$ cat src/rtl/tictactoe_game_ctrl_if.sv
// Move handshake bundle between a player front-end and the game controller.
//  move_valid/move_cell/move_player : request from the player side
//  move_ready                       : controller can take a move this cycle
//  move_ack/move_err                : 1-cycle result pulses
//  move_err_code                    : reason of the last rejection (held)
interface tictactoe_game_ctrl_if;
    logic       move_valid;
    logic       move_ready;
    logic [3:0] move_cell;
    logic       move_player;
    logic       move_ack;
    logic       move_err;
    logic [1:0] move_err_code;

    modport master (
        output move_valid, move_cell, move_player,
        input  move_ready, move_ack, move_err, move_err_code
    );

    modport slave (
        input  move_valid, move_cell, move_player,
        output move_ready, move_ack, move_err, move_err_code
    );
endinterface

$ cat src/rtl/tictactoe_game_ctrl.sv
// Tic-tac-toe game controller: takes moves over a valid/ready handshake, enforces
// turn order and cell legality, keeps the X/O boards and declares win/draw/forfeit.
//  clk, rst       : clock, synchronous active-high reset
//  start          : begin a new game (any state, wins over a same-cycle move)
//  mv             : move handshake (slave side)
//  x_board/o_board: occupied cells, bit i = cell row*3+col
//  turn           : player expected next (0=X, 1=O)
//  game_over, win_x, win_o, draw, timeout : game result flags
module tictactoe_game_ctrl #(
    parameter bit          FIRST_PLAYER = 1'b0,
    parameter int unsigned MOVE_TIMEOUT = 1024
) (
    input  logic                        clk,
    input  logic                        rst,
    input  logic                        start,
    tictactoe_game_ctrl_if.slave        mv,
    output logic [8:0]                  x_board,
    output logic [8:0]                  o_board,
    output logic                        turn,
    output logic                        game_over,
    output logic                        win_x,
    output logic                        win_o,
    output logic                        draw,
    output logic                        timeout
);

    localparam int unsigned TW = (MOVE_TIMEOUT == 0) ? 1 : $clog2(MOVE_TIMEOUT + 1);
    localparam logic [TW-1:0] T_LAST = TW'(MOVE_TIMEOUT - 1);

    typedef enum logic [1:0] {IDLE, WAIT_MOVE, EVAL, DONE} state_t;

    state_t        state_q, state_d;
    logic [8:0]    x_q, x_d, o_q, o_d;
    logic          turn_q, turn_d, wx_q, wx_d, wo_q, wo_d;
    logic          draw_q, draw_d, to_q, to_d;
    logic          ack_q, ack_d, err_q, err_d, ready_q, ready_d, over_q, over_d;
    logic [1:0]    code_q, code_d;
    logic [TW-1:0] timer_q, timer_d;

    logic       hs, cell_bad, wrong_pl, occupied, legal, expire, line_hit, full;
    logic [8:0] cell_mask;

    function automatic logic has_line(input logic [8:0] b);
        return (b[0] & b[1] & b[2]) | (b[3] & b[4] & b[5]) | (b[6] & b[7] & b[8]) |
               (b[0] & b[3] & b[6]) | (b[1] & b[4] & b[7]) | (b[2] & b[5] & b[8]) |
               (b[0] & b[4] & b[8]) | (b[2] & b[4] & b[6]);
    endfunction

    // Move legality; cells 9..15 shift out of the mask, so they never look occupied
    assign cell_mask = 9'd1 << mv.move_cell;
    assign cell_bad  = mv.move_cell > 4'd8;
    assign wrong_pl  = mv.move_player != turn_q;
    assign occupied  = |((x_q | o_q) & cell_mask);
    assign hs        = (state_q == WAIT_MOVE) && mv.move_valid && !start;
    assign legal     = hs && !cell_bad && !wrong_pl && !occupied;
    // An accepted move in the expiry cycle beats the forfeit
    assign expire    = (MOVE_TIMEOUT != 0) && (state_q == WAIT_MOVE) && !start &&
                       !legal && (timer_q == T_LAST);
    // Only the player who just moved can have completed a line
    assign line_hit  = has_line(turn_q ? o_q : x_q);
    assign full      = &(x_q | o_q);

    // State and output registers
    always_ff @(posedge clk) begin
        if (rst) begin
            state_q <= IDLE;
            x_q     <= '0;
            o_q     <= '0;
            turn_q  <= FIRST_PLAYER;
            wx_q    <= 1'b0;
            wo_q    <= 1'b0;
            draw_q  <= 1'b0;
            to_q    <= 1'b0;
            ack_q   <= 1'b0;
            err_q   <= 1'b0;
            ready_q <= 1'b0;
            over_q  <= 1'b0;
            code_q  <= '0;
            timer_q <= '0;
        end else begin
            state_q <= state_d;
            x_q     <= x_d;
            o_q     <= o_d;
            turn_q  <= turn_d;
            wx_q    <= wx_d;
            wo_q    <= wo_d;
            draw_q  <= draw_d;
            to_q    <= to_d;
            ack_q   <= ack_d;
            err_q   <= err_d;
            ready_q <= ready_d;
            over_q  <= over_d;
            code_q  <= code_d;
            timer_q <= timer_d;
        end
    end

    // Next-state logic
    always_comb begin
        state_d = state_q;
        if (start) begin
            state_d = WAIT_MOVE;
        end else begin
            case (state_q)
                WAIT_MOVE: begin
                    if (legal)       state_d = EVAL;
                    else if (expire) state_d = DONE;
                end
                EVAL:    state_d = (line_hit || full) ? DONE : WAIT_MOVE;
                default: state_d = state_q;
            endcase
        end
    end

    // Next values of the registered outputs and datapath
    always_comb begin
        x_d     = x_q;
        o_d     = o_q;
        turn_d  = turn_q;
        wx_d    = wx_q;
        wo_d    = wo_q;
        draw_d  = draw_q;
        to_d    = to_q;
        code_d  = code_q;
        timer_d = timer_q;
        ack_d   = 1'b0;
        err_d   = 1'b0;
        ready_d = (state_d == WAIT_MOVE);
        over_d  = (state_d == DONE);
        if (start) begin
            x_d     = '0;
            o_d     = '0;
            wx_d    = 1'b0;
            wo_d    = 1'b0;
            draw_d  = 1'b0;
            to_d    = 1'b0;
            code_d  = '0;
            turn_d  = FIRST_PLAYER;
            timer_d = '0;
        end else begin
            case (state_q)
                WAIT_MOVE: begin
                    if (hs && !legal) begin
                        err_d  = 1'b1;
                        code_d = cell_bad ? 2'b01 : (wrong_pl ? 2'b10 : 2'b11);
                    end
                    if (legal) begin
                        ack_d = 1'b1;
                        if (turn_q) o_d = o_q | cell_mask;
                        else        x_d = x_q | cell_mask;
                    end else if (expire) begin
                        to_d = 1'b1;
                        if (turn_q) wx_d = 1'b1;
                        else        wo_d = 1'b1;
                    end else if (timer_q != '1) begin
                        timer_d = timer_q + TW'(1);
                    end
                end
                EVAL: begin
                    if (line_hit) begin
                        if (turn_q) wo_d = 1'b1;
                        else        wx_d = 1'b1;
                    end else if (full) begin
                        draw_d = 1'b1;
                    end else begin
                        turn_d  = ~turn_q;
                        timer_d = '0;
                    end
                end
                default: begin
                end
            endcase
        end
    end

    assign mv.move_ready    = ready_q;
    assign mv.move_ack      = ack_q;
    assign mv.move_err      = err_q;
    assign mv.move_err_code = code_q;
    assign x_board          = x_q;
    assign o_board          = o_q;
    assign turn             = turn_q;
    assign game_over        = over_q;
    assign win_x            = wx_q;
    assign win_o            = wo_q;
    assign draw             = draw_q;
    assign timeout          = to_q;

endmodule

$ cat src/flat_wrapper.sv
// flat-port wrapper written by rule: the top's interface ports become plain ports
module tictactoe_game_ctrl_flat 
#(
    parameter bit          FIRST_PLAYER = 1'b0,
    parameter int unsigned MOVE_TIMEOUT = 1024
)
  (clk, rst, start, x_board, o_board, turn, game_over, win_x, win_o, draw, timeout, mv_move_valid, mv_move_cell, mv_move_player, mv_move_ready, mv_move_ack, mv_move_err, mv_move_err_code);
  tictactoe_game_ctrl_if mv_i ();
  input  logic clk;
  input  logic rst;
  input  logic start;
  output logic [8:0] x_board;
  output logic [8:0] o_board;
  output logic turn;
  output logic game_over;
  output logic win_x;
  output logic win_o;
  output logic draw;
  output logic timeout;
  input wire logic [$bits(mv_i.move_valid)-1:0] mv_move_valid;
  input wire logic [$bits(mv_i.move_cell)-1:0] mv_move_cell;
  input wire logic [$bits(mv_i.move_player)-1:0] mv_move_player;
  output wire logic [$bits(mv_i.move_ready)-1:0] mv_move_ready;
  output wire logic [$bits(mv_i.move_ack)-1:0] mv_move_ack;
  output wire logic [$bits(mv_i.move_err)-1:0] mv_move_err;
  output wire logic [$bits(mv_i.move_err_code)-1:0] mv_move_err_code;
  assign mv_i.move_valid = mv_move_valid;
  assign mv_i.move_cell = mv_move_cell;
  assign mv_i.move_player = mv_move_player;
  assign mv_move_ready = mv_i.move_ready;
  assign mv_move_ack = mv_i.move_ack;
  assign mv_move_err = mv_i.move_err;
  assign mv_move_err_code = mv_i.move_err_code;
  tictactoe_game_ctrl #(.FIRST_PLAYER(FIRST_PLAYER), .MOVE_TIMEOUT(MOVE_TIMEOUT)) u_core (.clk(clk), .rst(rst), .start(start), .mv(mv_i), .x_board(x_board), .o_board(o_board), .turn(turn), .game_over(game_over), .win_x(win_x), .win_o(win_o), .draw(draw), .timeout(timeout));
endmodule
$ cat config.mk
export PLATFORM = sky130hd
export DESIGN_NAME = tictactoe_game_ctrl_flat
export DESIGN_NICKNAME = d
export VERILOG_FILES = /design/src/rtl/tictactoe_game_ctrl_if.sv /design/src/rtl/tictactoe_game_ctrl.sv /design/src/flat_wrapper.sv
export SDC_FILE = /design/constraint.sdc
export NUM_CORES = 1
export LEC_CHECK = 0
export BUFFER_PORTS_ARGS = -buffer_cell sky130_fd_sc_hd__buf_2
export CELL_PAD_IN_SITES_DETAIL_PLACEMENT = 1
export CELL_PAD_IN_SITES_GLOBAL_PLACEMENT = 1
export CORE_MARGIN = 3
export CORE_UTILIZATION = 42
export CTS_BUF_LIST = sky130_fd_sc_hd__clkbuf_4 sky130_fd_sc_hd__clkbuf_8 sky130_fd_sc_hd__clkbuf_16
export CTS_CLUSTER_DIAMETER = 40
export DETAILED_ROUTE_END_ITERATION = 8
export PLACE_DENSITY = 0.77
export SYNTH_ARGS = -nofsm -noshare
export SYNTH_HDL_FRONTEND = slang
export SYNTH_SLANG_ARGS = --single-unit
export TNS_END_PERCENT = 10
$ cat constraint.sdc
create_clock -name clk -period 3 [get_ports clk]
set_input_delay 0.9 -clock clk [delete_from_list [all_inputs] [get_ports clk]]
set_output_delay 0.9 -clock clk [all_outputs]
set_load 0.005 [all_outputs]
# Word-level counts from Yosys, hierarchy flattened
# Index checks and enable logic that the tools add are counted.
op_classes:
  addsub: 1
  magnitude_cmp: 1
  n_eq_ne: 18
  shifts: 1
  muxes: 26
  bitwise: 32
  n_reduce_logical: 29
ops:
  columns: ["cell", "count"]
  rows:
  - ["11-bit two-way mux", 5]
  - ["9-bit bitwise OR", 3]
  - ["11-bit one-hot mux with 2 select lines", 1]
  - ["6-bit AND reduction", 3]
  - ["1-bit bitwise AND", 16]
  - ["2-bit != test (second input constant)", 7]
  - ["3-bit AND reduction", 4]
  - ["11-bit by 1-bit adder with 11-bit output (second input constant)", 1]
  - ["11-bit by 10-bit equality test with 1-bit output (second input constant)", 1]
  - ["1-bit two-way mux", 11]
  - ["11-bit != test (second input constant)", 1]
  - ["11-bit AND reduction", 1]
  - ["2-bit two-way mux", 5]
  - ["9-bit bitwise AND", 1]
  - ["1-bit logical AND", 9]
  - ["9-bit two-way mux", 1]
  - ["9-bit AND reduction", 1]
  - ["9-bit OR reduction", 1]
  - ["1-bit by 4-bit left shift with 9-bit output (first input constant)", 1]
  - ["2-bit by 1-bit != test with 1-bit output (second input constant)", 4]
  - ["1-bit bitwise OR", 7]
  - ["1-bit logical NOT", 5]
  - ["1-bit NOT", 5]
  - ["2-bit by 1-bit equality test with 1-bit output (second input constant)", 2]
  - ["other kinds (10)", 12]
word_totals:
  ff_bits: 42
  input_bits: 9
  output_inout_bits: 29
  wordCells: 122

# Depth between registers and ports, before layout
# Gate-level depths: netlist of run 1.
depth:
  word_depth: 15
  depth_mapped: 11
  depth_no_buf: 9

# Worst setup path after synthesis of run 1
# OpenSTA, ideal clock, no wires.
synth_path:
  kind: "input -> register"
  startpoint: "input port mv_move_cell[0]"
  endpoint: "register u_core.timer_q[2]"
  setup_time_ns: 0.120
  arrival_ns: 2.643
  t_required_ns: 2.880
  slack_ns: 0.237
  path_stages: 9
  n_path_buf: 2
  path_cell_list: "buf_2 or4b_1 o22ai_2 a2111oi_4 nand2_4 buf_12 o221ai_4 and2_4 a211o_1"
synth_between:
  elab_chain_len: 10
  elab_cells_between_ends: 15
  cone_classes: "order compare: 1; eq/ne: 2; shift: 1; bitwise: 1; reduce/logical: 10"
synth_lines:
  columns: ["item", "line_no", "source"]
  rows:
  - ["start: declaration", "flat_wrapper.sv:21", "input wire logic [$bits(mv_i.move_cell)-1:0] mv_move_cell;"]
  - ["4-bit > comparator or 1-bit by 4-bit left shift with 9-bit output (tied branches)", "tictactoe_game_ctrl.sv:51, tictactoe_game_ctrl.sv:50", null]
  - ["1-bit logical NOT or 9-bit bitwise AND (tied branches)", "tictactoe_game_ctrl.sv:55, tictactoe_game_ctrl.sv:53", null]
  - ["1-bit logical AND or 9-bit OR reduction (tied branches)", "tictactoe_game_ctrl.sv:55, tictactoe_game_ctrl.sv:53", null]
  - ["1-bit logical AND or 1-bit logical NOT (tied branches)", "tictactoe_game_ctrl.sv:55", "assign legal = hs && !cell_bad && !wrong_pl && !occupied;"]
  - ["1-bit logical AND *", "tictactoe_game_ctrl.sv:55", null]
  - ["1-bit logical NOT", "tictactoe_game_ctrl.sv:58", "!legal && (timer_q == T_LAST);"]
  - ["1-bit logical AND", "tictactoe_game_ctrl.sv:57", "assign expire = (MOVE_TIMEOUT != 0) && (state_q == WAIT_MOVE) && !start &&"]
  - ["1-bit logical AND", "tictactoe_game_ctrl.sv:58", null]
  - ["2-bit != test (no line)", null, null]
  - ["6-bit AND reduction (no line) *", null, null]
  - ["end signal: assignment", "tictactoe_game_ctrl.sv:94", "timer_q <= timer_d;"]
  - ["end: declaration", "tictactoe_game_ctrl.sv:38", "logic [TW-1:0] timer_q, timer_d;"]
# Every way passes the cells marked *; elsewhere a longest branch is shown, timed or not.
# A chain may end at the register's enable or synchronous reset.

# Worst setup path after layout of run 1
layout_path:
  startpoint: "input port mv_move_cell[0]"
  endpoint: "register u_core.x_q[3] (netlist: u_core.x_board[3])"
layout_between:
  elab_chain_len: 6
  elab_cells_between_ends: 11
  cone_classes: "order compare: 1; shift: 1; bitwise: 2; reduce/logical: 7"
layout_lines:
  columns: ["item", "line_no", "source"]
  rows:
  - ["4-bit > comparator or 1-bit by 4-bit left shift with 9-bit output (tied branches)", "tictactoe_game_ctrl.sv:51, tictactoe_game_ctrl.sv:50", null]
  - ["1-bit logical NOT or 9-bit bitwise AND (tied branches)", "tictactoe_game_ctrl.sv:55, tictactoe_game_ctrl.sv:53", null]
  - ["1-bit logical AND or 9-bit OR reduction (tied branches)", "tictactoe_game_ctrl.sv:55, tictactoe_game_ctrl.sv:53", null]
  - ["1-bit logical AND or 1-bit logical NOT (tied branches)", "tictactoe_game_ctrl.sv:55", null]
  - ["1-bit logical AND", "tictactoe_game_ctrl.sv:55", null]
  - ["3-bit AND reduction (no line)", null, null]
  - ["end signal: assignment", "tictactoe_game_ctrl.sv:67", "x_q <= '0;"]
  - ["end signal: assignment", "tictactoe_game_ctrl.sv:82", "x_q <= x_d;"]
  - ["end: declaration", "tictactoe_game_ctrl.sv:33", "logic [8:0] x_q, x_d, o_q, o_d;"]
# Several ways; a longest one is shown, not always the timed one.

==> results.py, run 1 <==
metrics = {
    "run_status": {
        "status": "finished, final reports clean",
    },
    "yosys": {
        "post_synthesis_net_count": 269,
        "ys_top_cells_by_count": "sky130_fd_sc_hd__nor2_1, sky130_fd_sc_hd__dfxtp_1, sky130_fd_sc_hd__o21a_1, sky130_fd_sc_hd__nand3_1, sky130_fd_sc_hd__nand2_1",
        "total_of_warnings_raised_by_yosys": 0,
        "netlist.area_leader.share_pct": 37.7,
        "post_synthesis_instance_area_mm2": 0.00223,
        "synth_ff_type": "sky130_fd_sc_hd__dfxtp_1",
        "synthMostInstantiatedCell": "sky130_fd_sc_hd__nor2_1",
        "ys_async_sr_fraction_pct": 0,
        "post-synth-top-area-cell": "sky130_fd_sc_hd__dfxtp_1",
        "ys_seq_area_share_pct": 37.7,
        "top_post_synthesis_cells_by_area": "sky130_fd_sc_hd__dfxtp_1, sky130_fd_sc_hd__nor2_1, sky130_fd_sc_hd__o21a_1",
        "synth-seq-cells": 42,
        "number_of_enable_flip_flop_cells_after_synthesis": 0,
        "number_of_instances_in_the_synthesized_netlist": 257,
        "synthDistinctLibCells": 57,
        "synth_area_per_cell_um2": 8.69,
    },
    "sta": {
        "report.final.hold_viol_count": 0,
        "rsz0062_at_grt": "no",
        "maxClockFrequency_mhz": 390,
        "period_utilization_pct": 85.4,
        "max_slew_margin_pct": 60.3,
        "fin_tns_setup_ps": 0,
        "worst_clock_skew_ps": 9.13,
        "worst_pin_slew_ps": 591,
        "fin_crit_ps": 2560,
        "final-setup-viol-count": 0,
        "timing.final.max_slew_violations": 0,
    },
    "global_routing": {
        "grt_first_pass_wirelength_um": 11100,
        "vias_in_the_first_global_route": 2159,
        "grtUsageTotal_pct": 22.6,
        "grt_max_degree": 21,
        "gr-total-overflow": 0,
        "grt_antenna_before_repair": 0,
    },
    "clock_tree": {
        "post_cts_resize_count": 0,
        "insertion_delay_ps": 300,
        "cts_setup_buffers": 0,
        "cts_root_buf": "sky130_fd_sc_hd__clkbuf_8",
        "clock-sinks": 42,
        "ctsHtreeMaxLevel": 2,
        "holdBufCountCts": 0,
        "tritoncts": "done",
        "cts_made_buffers": 5,
        "cts-root-to-sink-buffers": 2,
        "clk_transition_reported_paths_ps": 80,
    },
    "place": {
        "dpl.cell_count": 358,
        "portBuffers": 37,
        "dp_hpwl_um": 4760,
        "place.gp.congestion": 0.827,
    },
    "die": {
        "ioPinCount": 38,
        "floorplan.die.height_um": 78.9,
        "core_area_mm2": 0.00494,
        "floorplan.rows": 25,
        "initial_core_util_pct": 45.2,
        "floorplan.die_area_mm2": 0.00623,
        "chipWidth_um": 78.9,
    },
    "critical_path": {
        "worst_r2r_startpoint": "u_core.timer_q[0]",
        "ff2ff_setup_slack_ps": 500,
        "cp_data_arrival_time_ps": 2810,
        "timing.critical_path.max_delay_family": "compound AO/OA/AOI/OAI gates",
        "crit_path_cell_trace": "buf_2, o41ai_1, o21ai_1, a2111oi_4, nand2_4, or2_1, nor4_1, o21a_1",
        "critical_path_depth": 8,
        "critical_path.n_buffers_inverters": 1,
        "cp_slowest_stage_delay_ps": 380,
        "startpoint_type": "primary input",
        "critical_path.reg2reg.endpoint": "u_core.game_over",
        "critPathKind": "primary input to register",
        "reg2reg_depth": 8,
        "crit_path_top_delay_cell": "sky130_fd_sc_hd__or2_1",
        "worst_setup_path_startpoint": "mv_move_cell[0]",
        "crit_end": "u_core.x_board[3]",
        "cp_max_fo": 11,
        "data_required_critical_path_ps": 3240,
        "critPathCaptureType": "register",
    },
    "route": {
        "drt-initial-drc-count": 105,
        "drt_drc_violations_left": 0,
        "routed_via_density": 5.82,
        "final_antenna_net_count": 0,
        "drt_wl_total_um": 6480,
        "via_count": 2124,
        "avgRoutedWirePerCell_um": 17.8,
        "dr.pass1.iters": 4,
    },
    "hold_path": {
        "hp-class": "register to register",
    },
    "finish": {
        "instances_no_fill": 365,
        "area_delta_synth_final_pct": 17.0,
        "fin_util_pct": 52.9,
        "layout.filler_cells": 619,
        "layout-drive-gt1-share_pct": 22.5,
        "antenna_cells_inserted": 0,
        "layout.nets": 310,
    },
    "flow_run": {
        "max_cap_violations": 0,
    },
    "pwr": {
        "static-leakage-power_nw": 1.04,
        "power.density_mw_per_mm2": 428,
        "power.ir.vdd_worst_uv": 211,
        "p_total_w": 0.00112,
    },
}
[worst min path at each step]
| stage | from | cells after the start | endpoint | slack (ps) |
|---|---|---|---|---|
| floorplan | u_core.draw | 2 | u_core.draw | 460 |
| global placement | u_core.draw | 2 | u_core.draw | 450 |
| detailed placement | u_core.timeout | 2 | u_core.timeout | 460 |
| CTS | u_core.win_x | 2 | u_core.win_x | 490 |
| global route | u_core.timeout | 2 | u_core.timeout | 510 |
| finish | u_core.draw | 2 | u_core.draw | 480 |
[worst reg2reg max path, cell delays in order, from the launching register on]
cell and delay, ps:
sky130_fd_sc_hd__dfxtp_1 400, sky130_fd_sc_hd__ha_1 220, sky130_fd_sc_hd__nand3_1 130, sky130_fd_sc_hd__or4_1 640
sky130_fd_sc_hd__nor4_2 480, sky130_fd_sc_hd__nor3_1 90, sky130_fd_sc_hd__o211ai_1 190, sky130_fd_sc_hd__o211a_1 190
sky130_fd_sc_hd__nor2b_1 110
[placed cells by master, fill, tap and decap left out, drive strengths merged, types with 3 or more instances in the layout]
master	count
a21o	3
or4b	3
o211ai	8
nor3	4
a22o	8
nand3	13
nand2b	3
o31ai	7
o22ai	5
inv	6
or4	3
nand4	3
o21ai	5
a22oi	4
nor2	46
buf	47
clkbuf	6
ha	3
dfxtp	42
and2	3
o21a	19
nand2	12
nor4	3
a21oi	10
[flip-flops by register name, indices dropped and copies added, names as in the netlist]
name,cells
u_core.game_over,1
u_core.x_board,9
u_core.turn,1
u_core.mv.move_ready,1
u_core.o_board,9
u_core.draw,1
u_core.mv.move_err_code,2
u_core.timeout,1
u_core.timer_q,11
u_core.state_q,2
u_core.mv.move_err,1
u_core.win_o,1
u_core.mv.move_ack,1
u_core.win_x,1
[metrics by stage]
stage / hold slack, ps / cell area (µm²) / setup WS (ps)
after global placement: 448 / 2500 / 171
final: 479 / 2610 / 439
after floorplan: 460 / 2230 / 237
after CTS: 492 / 2610 / 453
after global routing: 512 / 2610 / 223
after detailed placement: 461 / 2500 / 147
[cell type report]
class,instances,area [µm²],share of cell area [%]
Timing Repair Buffer,47,260,9.96
Sequential cell,42,841,32.2
Clock buffer,6,82.6,3.16
Inverter,6,22.5,0.862
Multi-Input combinational cell,196,1290,49.5
Clock inverter,1,30.0,1.15
Tap cell,67,83.8,3.21
[logic make-up (layout without fill, tap and decap cells)]
logic type / count (synthesis) / in the layout / share of synthesized area [%]
compound gates: 81 / 81 / 28.6
xor+xnor: 2 / 2 / 0.785
fa+ha+maj: 3 / 3 / 1.68
buf+inv: 19 / 60 / 4.54
flops: 42 / 42 / 37.7
mux: 1 / 1 / 0.448
simple gates: 109 / 109 / 26.2
[power breakdown]
part           switching (W)  leakage, nW  internal (W)
sequential        0.00000291        0.339      0.000562
combinational      0.0000554        0.644     0.0000330
clock               0.000199       0.0573      0.000267
[layer usage]
layer	up-vias	part of all wire (%)	GRT usage, %
met5	-	0	0
met4	0	1.1	5.67
met3	6	2.5	3.17
met2	29	46	36.4
met1	1054	50	31.7
li1	1035	-	-
Power figures use the tool's default switching activity.
==> run 2, diff against run 1 <==
--- a/config.mk
+++ b/config.mk
@@ -8,7 +8,6 @@
 export BUFFER_PORTS_ARGS = -buffer_cell sky130_fd_sc_hd__buf_2
 export CELL_PAD_IN_SITES_DETAIL_PLACEMENT = 1
 export CELL_PAD_IN_SITES_GLOBAL_PLACEMENT = 1
-export CORE_MARGIN = 3
 export CORE_UTILIZATION = 42
 export CTS_BUF_LIST = sky130_fd_sc_hd__clkbuf_4 sky130_fd_sc_hd__clkbuf_8 sky130_fd_sc_hd__clkbuf_16
 export CTS_CLUSTER_DIAMETER = 40
==> run 2 against run 1 <==
  * Critical path depth did not move
  * Clock skew fell by 6.1 ps
  * Via count rose by 0.61%
  * Flip-flop and latch count did not move
  * Combinational power fell by 0.9%
  * Largest power group unchanged
  * Largest cell class unchanged
  * Sequential share of layout area rose by 0.36 points
  * Non-clock buffer count fell by 2
  * Wire length fell by 1.3%
  * Critical path type unchanged
==> results.py, run 2 (synthesis results as in run 1) <==
metrics = {
    "critical_path": {
        "critPathKind": "primary input to register",
        "cp_slowest_stage_delay_ps": 440,
        "timing.critical_path.max_delay_family": "compound AO/OA/AOI/OAI gates",
        "crit_path_top_delay_cell": "sky130_fd_sc_hd__a2111oi_4",
        "cp_data_arrival_time_ps": 2790,
        "data_required_critical_path_ps": 3180,
        "crit_path_cell_trace": "buf_2, and3b_1, o211ai_2, a2111oi_4, nand2_4, a211o_1, a21oi_1, nor3_1",
        "cp_max_fo": 9,
        "startpoint_type": "primary input",
        "critical_path.n_buffers_inverters": 1,
        "critPathCaptureType": "register",
    },
    "clock_tree": {
        "tritoncts": "done",
        "clock-sinks": 42,
        "cts_made_buffers": 5,
        "cts_setup_buffers": 0,
        "insertion_delay_ps": 290,
        "post_cts_resize_count": 0,
        "cts_root_buf": "sky130_fd_sc_hd__clkbuf_8",
        "cts-root-to-sink-buffers": 2,
        "clk_transition_reported_paths_ps": 80,
        "holdBufCountCts": 0,
        "ctsHtreeMaxLevel": 2,
    },
    "place": {
        "portBuffers": 37,
        "place.gp.congestion": 0.799,
        "dp_hpwl_um": 4680,
        "dpl.cell_count": 359,
    },
    "finish": {
        "layout.nets": 308,
        "area_delta_synth_final_pct": 15.8,
        "top_register": "u_core.timer_q",
        "commonest_cells_after_routing_fill_and_taps_aside": "sky130_fd_sc_hd__nor2_1, sky130_fd_sc_hd__dfxtp_1, sky130_fd_sc_hd__buf_2",
        "largest_register_ffs": 11,
        "layout.filler_cells": 639,
        "antenna_cells_inserted": 0,
        "instances_no_fill": 367,
        "multi_input_comb_area_mm2": 0.00129,
        "regArea_um2": 841,
        "layout.cells.most_common": "sky130_fd_sc_hd__nor2_1",
        "layout-drive-gt1-share_pct": 22.2,
    },
    "sta": {
        "fin_tns_setup_ps": 0,
        "period_utilization_pct": 86.9,
        "final-setup-viol-count": 0,
        "rsz0062_at_grt": "no",
        "maxClockFrequency_mhz": 383,
        "report.final.hold_viol_count": 0,
        "fin_crit_ps": 2610,
        "worst_pin_slew_ps": 572,
        "timing.final.max_slew_violations": 0,
        "max_slew_margin_pct": 61.6,
        "worst_clock_skew_ps": 3.02,
    },
    "global_routing": {
        "grt_first_pass_wirelength_um": 10300,
        "vias_in_the_first_global_route": 2023,
        "grtUsageTotal_pct": 24.5,
        "gr-total-overflow": 0,
        "grt_max_degree": 30,
        "grt_antenna_before_repair": 0,
    },
    "route": {
        "dr.pass1.iters": 4,
        "drt_drc_violations_left": 0,
        "drt_wl_total_um": 6400,
        "routed_via_density": 5.82,
        "avgRoutedWirePerCell_um": 17.4,
        "drt-initial-drc-count": 138,
        "via_count": 2137,
        "final_antenna_net_count": 0,
    },
    "die": {
        "ioPinCount": 38,
        "initial_core_util_pct": 43.7,
        "floorplan.die.height_um": 74.9,
        "chipWidth_um": 74.9,
        "floorplan.die_area_mm2": 0.00561,
        "core_area_mm2": 0.00511,
        "floorplan.rows": 26,
    },
    "pwr": {
        "power.density_mw_per_mm2": 405,
        "static-leakage-power_nw": 1.02,
        "power.ir.vdd_worst_uv": 235,
    },
    "flow_run": {
        "max_cap_violations": 0,
    },
    "run_status": {
        "status": "finished, final reports clean",
    },
    "hold_path": {
        "hp-class": "register to register",
    },
}
run 2: power by group:
part           leakage, nW  internal (W)  switching, W
combinational        0.633     0.0000323     0.0000553
clock               0.0517      0.000195      0.000200
sequential           0.339      0.000561    0.00000273
total                 1.02      0.000789      0.000258
run 2: per-stage QoR:
step                      setup slack (ps)  utilization, %  instance area [µm²]  total power, W  hold WS, ps
after global routing                   233            50.6                 2580         0.00109          518
final                                  392            50.6                 2580         0.00105          470
after floorplan                        237               -                 2230        0.000635          460
after detailed placement              95.6            48.7                 2490        0.000664          449
after CTS                              409            50.6                 2580         0.00106          473
after global placement                 170            48.7                 2490        0.000663          450
run 2: final cells by class:
cell class,count,share of cell area (%)
clock inverters,1,0.194
repair buffers,45,9.49
well taps,70,3.39
clock buffers,7,3.49
multi-input cells,196,50.0
inverters,6,0.872
flip-flops and latches,42,32.5
run 2: worst paths after layout:
| kind | slack, ps | startpoint | to | cells past startpoint |
|---|---|---|---|---|
| worst max-delay path | 390 | start | u_core.mv.move_ready | 8 |
| worst min-delay path | 470 | u_core.win_x | u_core.win_x | 2 |
| worst min register to register | 470 | u_core.win_x | u_core.win_x | 2 |
| worst max register to register | 500 | u_core.timer_q[0] | u_core.game_over | 8 |
run 2: worst min-delay path, delay by kind of cell (launching register included):
kind / cells / cell delay (ps)
compound gates: 1 / 40
flops: 1 / 330
simple gates: 1 / 70
run 2: per-layer routing:
metal / vias to the layer above / part of all wire, % / global-route usage (%)
met5: - / 0 / 0
met4: 0 / 1.5 / 7.97
met1: 1052 / 48 / 34.3
li1: 1034 / - / -
met2: 42 / 47 / 38.9
met3: 9 / 3.5 / 3.21
==> run 3, diff against run 2 <==
--- a/config.mk
+++ b/config.mk
@@ -12,6 +12,7 @@
 export CTS_BUF_LIST = sky130_fd_sc_hd__clkbuf_4 sky130_fd_sc_hd__clkbuf_8 sky130_fd_sc_hd__clkbuf_16
 export CTS_CLUSTER_DIAMETER = 40
 export DETAILED_ROUTE_END_ITERATION = 8
+export GPL_TIMING_DRIVEN = 0
 export PLACE_DENSITY = 0.77
 export SYNTH_ARGS = -nofsm -noshare
 export SYNTH_HDL_FRONTEND = slang
==> run 3 against run 2 <==
  * Sequential share of layout area about the same
  * First-iteration DRC count shrank 31%
  * Clock-buffer cell count fell by 1
  * Hold slack better by 11 ps
  * Sequential power hardly changed
  * Flip-flop and latch count unchanged
==> results.py, run 3 (synthesis results as in run 1) <==
metrics = {
    "run_status": {
        "status": "finished, final reports clean",
    },
    "global_routing": {
        "gr-total-overflow": 0,
        "groute.layer.met1.usage_pct": 32.1,
        "busiest_layer": "met2",
        "grt_antenna_before_repair": 0,
        "grt_first_pass_wirelength_um": 9840,
        "grt_util_met2_pct": 38.1,
        "globalRouteMet3Util_pct": 3.61,
        "grt_max_degree": 12,
        "grtUsageTotal_pct": 23.5,
        "vias_in_the_first_global_route": 1995,
    },
    "finish": {
        "top_register": "u_core.timer_q",
        "antenna_cells_inserted": 0,
        "layout.filler_cells": 635,
        "layout.nets": 312,
        "layout-drive-gt1-share_pct": 20.4,
        "largest_register_ffs": 11,
        "area_delta_synth_final_pct": 15.7,
        "fin_util_pct": 50.6,
        "commonest_cells_after_routing_fill_and_taps_aside": "sky130_fd_sc_hd__nor2_1, sky130_fd_sc_hd__dfxtp_1, sky130_fd_sc_hd__buf_2",
        "layout.cells.most_common": "sky130_fd_sc_hd__nor2_1",
    },
    "sta": {
        "worst_pin_slew_ps": 601,
        "timing.final.max_slew_violations": 0,
        "maxClockFrequency_mhz": 353,
        "fin_crit_ps": 2830,
        "worst_clock_skew_ps": 12.2,
        "report.final.hold_viol_count": 0,
        "period_utilization_pct": 94.4,
        "max_slew_margin_pct": 59.6,
        "holdWs_ps": 480,
        "rsz0062_at_grt": "no",
        "final-setup-viol-count": 0,
    },
    "pwr": {
        "power_switching_w": 0.000244,
        "power.density_mw_per_mm2": 393,
        "power.ir.vdd_worst_uv": 224,
        "clock_power_share_pct": 35.9,
        "p_int_w": 0.000770,
        "swShare_pct": 24.1,
        "portion_of_total_power_attributed_to_combinational_logic_pct": 8.4,
        "static-leakage-power_nw": 1.02,
        "sequentialPowerShare_pct": 55.6,
    },
    "clock_tree": {
        "cts_made_buffers": 5,
        "cts_root_buf": "sky130_fd_sc_hd__clkbuf_8",
        "holdBufCountCts": 0,
        "insertion_delay_ps": 290,
        "cts_setup_buffers": 0,
        "post_cts_resize_count": 0,
        "tritoncts": "done",
        "clk_transition_reported_paths_ps": 80,
        "ctsHtreeMaxLevel": 2,
        "cts-root-to-sink-buffers": 2,
        "clock-sinks": 42,
    },
    "route": {
        "dr.pass1.iters": 4,
        "final_antenna_net_count": 0,
        "routed_via_density": 5.74,
        "drt-initial-drc-count": 95,
        "drt_drc_violations_left": 0,
        "avgRoutedWirePerCell_um": 16.7,
        "drt_wl_total_um": 6150,
        "via_count": 2118,
    },
    "die": {
        "floorplan.rows": 26,
        "chipWidth_um": 74.9,
        "ioPinCount": 38,
        "initial_core_util_pct": 43.7,
        "floorplan.die_area_mm2": 0.00561,
        "floorplan.die.height_um": 74.9,
        "core_area_mm2": 0.00511,
    },
    "critical_path": {
        "critPathKind": "primary input to register",
        "cp_data_arrival_time_ps": 3020,
        "critPathCaptureType": "register",
        "cp_max_fo": 10,
        "startpoint_type": "primary input",
        "data_required_critical_path_ps": 3190,
    },
    "place": {
        "place.gp.congestion": 0.788,
        "dp_hpwl_um": 4560,
        "portBuffers": 36,
    },
    "hold_path": {
        "hp-class": "register to register",
    },
    "flow_run": {
        "max_cap_violations": 0,
    },
}
## run 3: final timing paths
check	from	endpoint	slack [ps]	cells after the start
max	mv_move_cell[0]	u_core.timer_q[2]	170	10
min	u_core.timeout	u_core.timeout	480	2
max reg2reg	u_core.state_q[1]	u_core.x_board[3]	360	11
min reg2reg	u_core.timeout	u_core.timeout	480	2
## run 3: power groups by stage
stage	combinational, W	sequential [W]	clock [W]
2_1_floorplan	0.0000573	0.000577	0
3_3_place_gp	0.0000833	0.000577	0
3_5_place_dp	0.0000853	0.000578	0
4_1_cts	0.0000857	0.000564	0.000379
5_1_grt	0.0000946	0.000565	0.000395
6_report	0.0000856	0.000564	0.000364
## run 3: metrics by stage
| step | area (µm²) | worst slack (ps) | setup TNS (ps) | std cells | power (W) |
|---|---|---|---|---|---|
| after floorplan | 2230 | 237 | 0 | 257 | 0.000635 |
| after global placement | 2500 | -104 | -205 | 363 | 0.000661 |
| after detailed placement | 2500 | -132 | -377 | 363 | 0.000663 |
| after CTS | 2580 | 185 | 0 | 369 | 0.00103 |
| after global routing | 2580 | 48.2 | 0 | 369 | 0.00105 |
| final | 2580 | 169 | 0 | 369 | 0.00101 |
## run 3: worst max-delay path, stage by stage
cell                        delay (ps)
sky130_fd_sc_hd__buf_2             100
sky130_fd_sc_hd__buf_2             170
sky130_fd_sc_hd__or4b_1            600
sky130_fd_sc_hd__o22ai_2           200
sky130_fd_sc_hd__a2111oi_4         110
sky130_fd_sc_hd__nand2_4           120
sky130_fd_sc_hd__buf_12            130
sky130_fd_sc_hd__o221ai_4          160
sky130_fd_sc_hd__and2_4            240
sky130_fd_sc_hd__a211o_1           270
## run 3: routing by layer
metal | share of wire, % | wire, µm
met4 | 1.4 | 89
met1 | 50 | 3090
met2 | 46 | 2800
met5 | 0 | 0
met3 | 2.7 | 168
## run 3: area by class of cell
cell class	count	area [µm²]	share of cell area, %
well taps	70	87.6	3.39
inverters	6	22.5	0.872
clock buffers	6	82.6	3.20
flip-flops and latches	42	841	32.6
multi-input cells	196	1290	50.0
plain buffers	13	78.8	3.05
repair buffers	36	180	6.98
